File: config.mk
export PLATFORM = sky130hd
export DESIGN_NAME = syn_run_controller
export DESIGN_NICKNAME = d
export VERILOG_FILES = /design/src/rtl/syn_run_controller.sv
export SDC_FILE = /design/constraint.sdc
export NUM_CORES = 1
export LEC_CHECK = 0
export BUFFER_PORTS_ARGS = -buffer_cell sky130_fd_sc_hd__buf_2
export CAP_MARGIN = 20
export CORE_UTILIZATION = 30
export CTS_CLUSTER_DIAMETER = 60
export DETAILED_ROUTE_END_ITERATION = 8
export PLACE_DENSITY_LB_ADDON = 0.12
export SLEW_MARGIN = 20
export SYNTH_ARGS = -nofsm -noshare
export SYNTH_HDL_FRONTEND = slang
export SYNTH_SLANG_ARGS = --single-unit
export TNS_END_PERCENT = 50
File: constraint.sdc
create_clock -name clk -period 2.9 [get_ports clk]
set_input_delay 0.725 -clock clk [delete_from_list [all_inputs] [get_ports clk]]
set_output_delay 0.725 -clock clk [all_outputs]
set_load 0.01 [all_outputs]
File: src/rtl/syn_run_controller.sv
// syn_run_controller: run/step/pause sequencer driving the core enable, with throttling, optional PC breakpoint (RUNCTL_BREAKPOINT_EN) and retire statistics.
// Ports: clk, rst (sync active-high); cmd_run/cmd_step/cmd_pause pulses; rate_sel (1 = divided rate);
//   stat_clr; bp_en/bp_addr breakpoint; pc_dbg core PC; halt, jumped, is_branch, branched core flags;
//   cpu_en core enable; state (IDLE=0, RUN=1, STEP=2, HALTED=3); bp_hit sticky; cnt_* statistics.
module syn_run_controller #(
  parameter int CntWidth = 32,
  parameter int DivBits  = 4
) (
  input  logic                clk,
  input  logic                rst,
  input  logic                cmd_run,
  input  logic                cmd_step,
  input  logic                cmd_pause,
  input  logic                rate_sel,
  input  logic                stat_clr,
  input  logic                bp_en,
  input  logic [31:0]         bp_addr,
  input  logic [31:0]         pc_dbg,
  input  logic                halt,
  input  logic                jumped,
  input  logic                is_branch,
  input  logic                branched,
  output logic                cpu_en,
  output logic [1:0]          state,
  output logic                bp_hit,
  output logic [CntWidth-1:0] cnt_inst,
  output logic [CntWidth-1:0] cnt_jump,
  output logic [CntWidth-1:0] cnt_branch,
  output logic [CntWidth-1:0] cnt_taken
);
  typedef enum logic [1:0] {IDLE, RUN, STEP, HALTED} state_t;
  state_t state_q, state_d;
  logic [DivBits-1:0] div_q, div_d;
  logic [CntWidth-1:0] cnt_inst_q, cnt_inst_d, cnt_jump_q, cnt_jump_d;
  logic [CntWidth-1:0] cnt_branch_q, cnt_branch_d, cnt_taken_q, cnt_taken_d;
  logic tick, bp_match;
`ifdef RUNCTL_BREAKPOINT_EN
  logic skip_q, skip_d, bp_hit_q, bp_hit_d;
  // skip lets the instruction we stopped on execute once after resuming
  assign bp_match = state_q == RUN && bp_en && pc_dbg == bp_addr && !skip_q;
  assign bp_hit = bp_hit_q;
`else
  logic unused_bp;
  assign unused_bp = ^{bp_en, bp_addr, pc_dbg};
  assign bp_match = 1'b0;
  assign bp_hit = 1'b0;
`endif
  assign tick = !rate_sel || div_q == '0;
  assign cpu_en = !halt && (state_q == STEP || (state_q == RUN && tick && !bp_match));
  assign state = state_q;
  assign cnt_inst = cnt_inst_q;
  assign cnt_jump = cnt_jump_q;
  assign cnt_branch = cnt_branch_q;
  assign cnt_taken = cnt_taken_q;
  always_comb begin
    state_d = state_q;
    div_d = div_q;
`ifdef RUNCTL_BREAKPOINT_EN
    skip_d = skip_q;
    bp_hit_d = bp_hit_q;
`endif
    if (halt) state_d = HALTED;
    else case (state_q)
      IDLE: begin
        if (!cmd_pause && (cmd_step || cmd_run)) begin
          state_d = cmd_step ? STEP : RUN;
          div_d = '0;
`ifdef RUNCTL_BREAKPOINT_EN
          bp_hit_d = 1'b0;
          skip_d = 1'b1;
`endif
        end
      end
      RUN: begin
        div_d = div_q + DivBits'(1);
        if (bp_match || cmd_pause) state_d = IDLE;
`ifdef RUNCTL_BREAKPOINT_EN
        bp_hit_d = bp_hit_q | bp_match;
        skip_d = skip_q && !cpu_en;
`endif
      end
      STEP: state_d = IDLE;
      default: state_d = HALTED;
    endcase
  end
  always_comb begin
    cnt_inst_d = stat_clr ? '0 : cpu_en ? cnt_inst_q + CntWidth'(1) : cnt_inst_q;
    cnt_jump_d = stat_clr ? '0 : cpu_en ? cnt_jump_q + CntWidth'(jumped) : cnt_jump_q;
    cnt_branch_d = stat_clr ? '0 : cpu_en ? cnt_branch_q + CntWidth'(is_branch) : cnt_branch_q;
    cnt_taken_d = stat_clr ? '0 : cpu_en ? cnt_taken_q + CntWidth'(branched) : cnt_taken_q;
  end
  always_ff @(posedge clk) begin
    if (rst) begin
      state_q <= IDLE;
      div_q <= '0;
      cnt_inst_q <= '0;
      cnt_jump_q <= '0;
      cnt_branch_q <= '0;
      cnt_taken_q <= '0;
`ifdef RUNCTL_BREAKPOINT_EN
      skip_q <= 1'b0;
      bp_hit_q <= 1'b0;
`endif
    end else begin
      state_q <= state_d;
      div_q <= div_d;
      cnt_inst_q <= cnt_inst_d;
      cnt_jump_q <= cnt_jump_d;
      cnt_branch_q <= cnt_branch_d;
      cnt_taken_q <= cnt_taken_d;
`ifdef RUNCTL_BREAKPOINT_EN
      skip_q <= skip_d;
      bp_hit_q <= bp_hit_d;
`endif
    end
  end
endmodule

---- Word level (Yosys, flattened, before mapping) ----
Cells that the tools add are included.
word-level totals
  memories ................................ 0
  logic and storage cells ................. 39
  input bits .............................. 76
  output and inout port bits .............. 132
  register bits ........................... 134
  bits in latches ......................... 0
  memory bits (read-only) ................. 0
  RAM bits ................................ 0
operators by class
  multipliers ............................. 0
  muxes and demuxes ....................... 7
  equality and inequality tests ........... 5
  $add $sub $neg .......................... 5
  reductions and logical operators ........ 15
  shifts and indexed selects .............. 0
  $lt $le $gt $ge ......................... 0
  divide/modulo/power cells ............... 0
  bitwise logic cells ..................... 1
operators with widths
  operator                                       number
  adder 32 x 1 -> 32 bit                         3
  adder 32 x 1 -> 32 bit, second input constant  1
  2-to-1 mux 2 bit                               4
  one-hot mux 4 bit (2 select lines)             1
  inequality test 3 bit, second input constant   2
  one-hot mux 2 bit (3 select lines)             1
  adder 4 x 1 -> 4 bit, second input constant    1
  zero test 4 bit                                1
  2-to-1 mux 4 bit                               1
  logical AND 1 bit                              3
  zero test 1 bit                                3
  logical OR 1 bit                               3
  AND reduction 3 bit                            1
  == test 2 x 1 -> 1 bit, second input constant  1
  == test 2 bit, second input constant           1
  zero test 2 bit                                1
  inequality test 2 bit, second input constant   1
  AND reduction 2 bit                            1
  nonzero test 2 bit                             1
  OR reduction 2 bit                             1
  NOT 1 bit                                      1

---- Longest topological paths before layout ----
  depth in word-level cells ............... 5
  depth in mapped cells ................... 11
  depth with buffers taken out ............ 8

---- Least setup slack after synthesis ----
No wires, ideal clock.
  path type ............................... register to output
  start point ............................. register state_q[1], in the netlist state[1]
  end point ............................... output cpu_en
  arrival time ............................ 1.859 ns
  cell stages (with the launch flop) ...... 9
  slack ................................... 0.316 ns
  path through ............................ dfxtp_1 inv_1 ha_1 buf_4 and4bb_4 o31ai_2 inv_2 buf_2 buf_1
between the ends
  longest elaborated chain between the ends .. 4
  elaborated cells on any way between the ends .. 5
  classes of those cells .................. eq/ne (2); reduce/logical (3)
ends and longest elaborated chain
  what                    RTL line  source
  start, declared         32        state_t state_q, state_d;
  start signal, assigned  105       state_q <= state_d;
  == test 2 x 1 -> 1 bit  49        assign cpu_en = !halt && (state_q == STEP || (state_q == RUN && tick && !bp_match));
  logical AND 1 bit       49
  logical OR 1 bit (*)    49
  logical AND 1 bit (*)   49
  end, declared           23        output logic cpu_en,
Mark *: on every way between the ends. The rest lies on a longest branch, timed or not.

---- Worst setup path after layout ----
Ends and elaborated chain as after synthesis.

==> impl_metrics.json <==
{
  "grt.total_usage": 0.166,
  "hold_violations": 0,
  "synthFlopType": "dfxtp_1",
  "holdBufCountCts": 0,
  "rows": 53,
  "hold_path_class": "reg -> reg",
  "final_antenna_net_count": 0,
  "whs_endpoint": "cnt_jump[31]",
  "clock_path_buffers": 2,
  "status": "finished, final reports clean",
  "grt_max_degree": 59,
  "layout_min_cycle_time_ns": 2.67,
  "syn_inst": 780,
  "synth_area_per_cell_um2": 8.29,
  "drive_above_1_share": 0.219,
  "boundaryPins": 208,
  "initial_core_util": 0.306,
  "ys_types": 49,
  "power.total_mw": 4.35,
  "yosys_warnings": 0,
  "rsz0062_at_grt": "no",
  "critical_path_class": "reg -> out",
  "crit_family": "buffers and inverters",
  "synth_nets": 870,
  "path_buf_inv": 3,
  "cp_data_arrival_time_ns": 1.94,
  "worstMarginPinSlew_ns": 0.706,
  "cts_buffers": 17,
  "clk_latency_ns": 0.42,
  "gp_congestion": 0.772,
  "final_nets": 1016,
  "dp_cells": 1181,
  "r2r_setup_slack_ns": 0.53,
  "crit_fanout": 12,
  "drv_slew": 0,
  "slew-limit-headroom": 0.528,
  "ys_seq_area_frac": 0.415,
  "cp.required_ns": 2.17,
  "die-area_um2": 22100,
  "area_growth_syn_to_layout_pct": 26.3,
  "die_w_um": 149,
  "synth_area_um2": 6460,
  "grt_pass1_wl_mm": 29.0,
  "hpwl_mm": 12.8,
  "clkTransAtPathRegs_ns": 0.06,
  "crit_chain": "inv_1, ha_2, and2b_1, o31ai_4, inv_4, buf_2",
  "synth_edf_count": 0,
  "crit_path_max_incr_delay_ns": 0.37,
  "final_cells": 1214,
  "drt-total-wl_mm": 18.2,
  "cts_sinks": 134,
  "tns_ns": 0,
  "post-route-period-util": 0.920,
  "rr_endpoint": "cnt_branch[31]",
  "maxCapViolCount": 0,
  "h-tree-depth": 4,
  "rr_worst_depth": 7,
  "vias": 5948,
  "antenna_found_initial": 0,
  "end_kind": "output port",
  "min_from": "cnt_jump[31]",
  "crit_path_top_delay_cell": "dfxtp_1",
  "powerDensity_nw_per_um2": 533,
  "skew_ns": 0.0116,
  "p_leak_nw": 3.06,
  "grt_pass1_vias": 5417,
  "globalRouteOverflowTotal": 0,
  "antenna_cells": 0,
  "ys_async_sr_fraction": 0,
  "startpoint_type": "register",
  "cts_tree": "yes",
  "setup-violations-final": 0,
  "avgViaCountPerCell": 4.90,
  "ys_ff_latch": 134,
  "max_freq_mhz": 375,
  "vdd_drop_max_mv": 0.338,
  "drtIter0Drc": 261,
  "core_area_um2": 21100,
  "die_y_um": 149,
  "drc": 0,
  "hold_depth": 2,
  "timing.rr.start": "state[1]",
  "wire_per_inst_um": 15.0,
  "post-route-util": 0.387,
  "port_buffers": 141,
  "cts_root_buf": "clkbuf_16",
  "drtPass1Iterations": 5
}
Yosys cell counts (2+ instances only):
master | number | area, um2
ha_1 | 14 | 175
clkbuf_1 | 23 | 86.3
or3_1 | 31 | 194
mux2i_1 | 4 | 40.0
or2_2 | 3 | 18.8
nand3b_1 | 2 | 15.0
a31oi_1 | 2 | 12.5
nand4b_1 | 3 | 26.3
nand4_1 | 45 | 282
nand2_1 | 69 | 259
and2_1 | 11 | 68.8
xor2_1 | 30 | 263
buf_2 | 6 | 30.0
nand3_1 | 40 | 200
o31ai_1 | 9 | 67.6
inv_1 | 25 | 93.8
and4_1 | 13 | 114
a21oi_1 | 46 | 230
and3_1 | 14 | 87.6
nor4b_1 | 2 | 17.5
dfxtp_1 | 134 | 2680
nor3_1 | 22 | 110
buf_4 | 3 | 22.5
o211ai_1 | 4 | 30.0
xnor2_1 | 48 | 420
o21a_1 | 2 | 15.0
nor4_1 | 24 | 150
buf_1 | 3 | 11.3
nor2_1 | 91 | 342
o21ai_0 | 28 | 140
or4_1 | 11 | 82.6
state kept, by name, indices dropped and copies added (netlist names):
name,count
cnt_jump,32
cnt_inst,32
cnt_taken,32
cnt_branch,32
state,2
div_q,4
layer usage:
layer | track usage | wire length [um] | vias to the layer above
met5 | 0 | 0 | -
li1 | - | - | 3062
met2 | 0.257 | 8150 | 116
met4 | 0.0464 | 191 | 0
met3 | 0.0459 | 906 | 13
met1 | 0.225 | 8910 | 2757
how the worst max path moves through the flow:
stage / start / to / cells after the start
floorplan: state[1] / cpu_en / 8
global placement: halt / cnt_branch[31] / 6
detailed placement: halt / cnt_taken[31] / 8
CTS: state[1] / cpu_en / 6
global route: state[1] / cpu_en / 6
finish: state[1] / cpu_en / 6
power by group:
part           total (mW)  switching (mW)  internal (mW)  leakage (nW)
clock                2.24           0.861           1.38         0.291
combinational       0.255           0.175         0.0795          1.69
sequential           1.85         0.00704           1.85          1.08
total                4.35            1.04           3.30          3.06
cell usage in the layout (no fill, tap or decap), types with 3 or more instances in the layout:
cell type,instances
o211ai_1,4
mux2i_1,4
nand3_1,40
nor4_1,24
ha_1,13
bufinv_16,3
xor2_1,30
and3_1,14
and4_1,13
or4_1,11
o31ai_1,9
nor2_1,91
buf_2,141
o21ai_0,28
nand2_1,69
clkinv_2,4
buf_4,19
and2_1,11
a21oi_1,46
or3_1,31
xnor2_1,48
dfxtp_1,134
nand4b_1,3
nor3_1,22
inv_1,25
nand4_1,45
clkbuf_16,17
cell families (layout without fill, tap and decap cells):
family / count (synthesis) / after routing / synth area share
compound gates: 97 / 97 / 0.0858
xor+xnor: 78 / 78 / 0.106
fa+ha+maj: 14 / 14 / 0.0271
buf+inv: 61 / 220 / 0.0383
flops: 134 / 134 / 0.415
mux: 5 / 5 / 0.00794
other cells: 1 / 1 / 0.000580
simple gates: 390 / 390 / 0.319
area by class of cell:
cell class / count / area, um2
clock buffers: 20 / 447
clock inverters: 12 / 151
fillers: 2202 / 12900
inverters: 26 / 100
multi-input cells: 585 / 3550
flip-flops and latches: 134 / 2680
well taps: 275 / 344
repair buffers: 162 / 888
tightest hold or removal path, delay by kind of cell (launching register included):
kind	cells	cell delay, ns
flops	1	0.32
simple gates	1	0.05
mux	1	0.05
through the flow:
stage	setup slack (ns)	cell area, um2	hold slack, ns
after CTS	0.0798	8150	0.475
after floorplan	0.316	6460	0.457
after detailed placement	0.269	7550	0.462
after global placement	0.292	7550	0.463
final	0.233	8160	0.473
after global routing	0.101	8160	0.513
what timing repair did:
action,CTS,global route
setup endpoints to repair,1,1
resized for setup,0,2
pin swaps,1,0
setup buffers,1,0
Power figures use the tool's default switching activity.
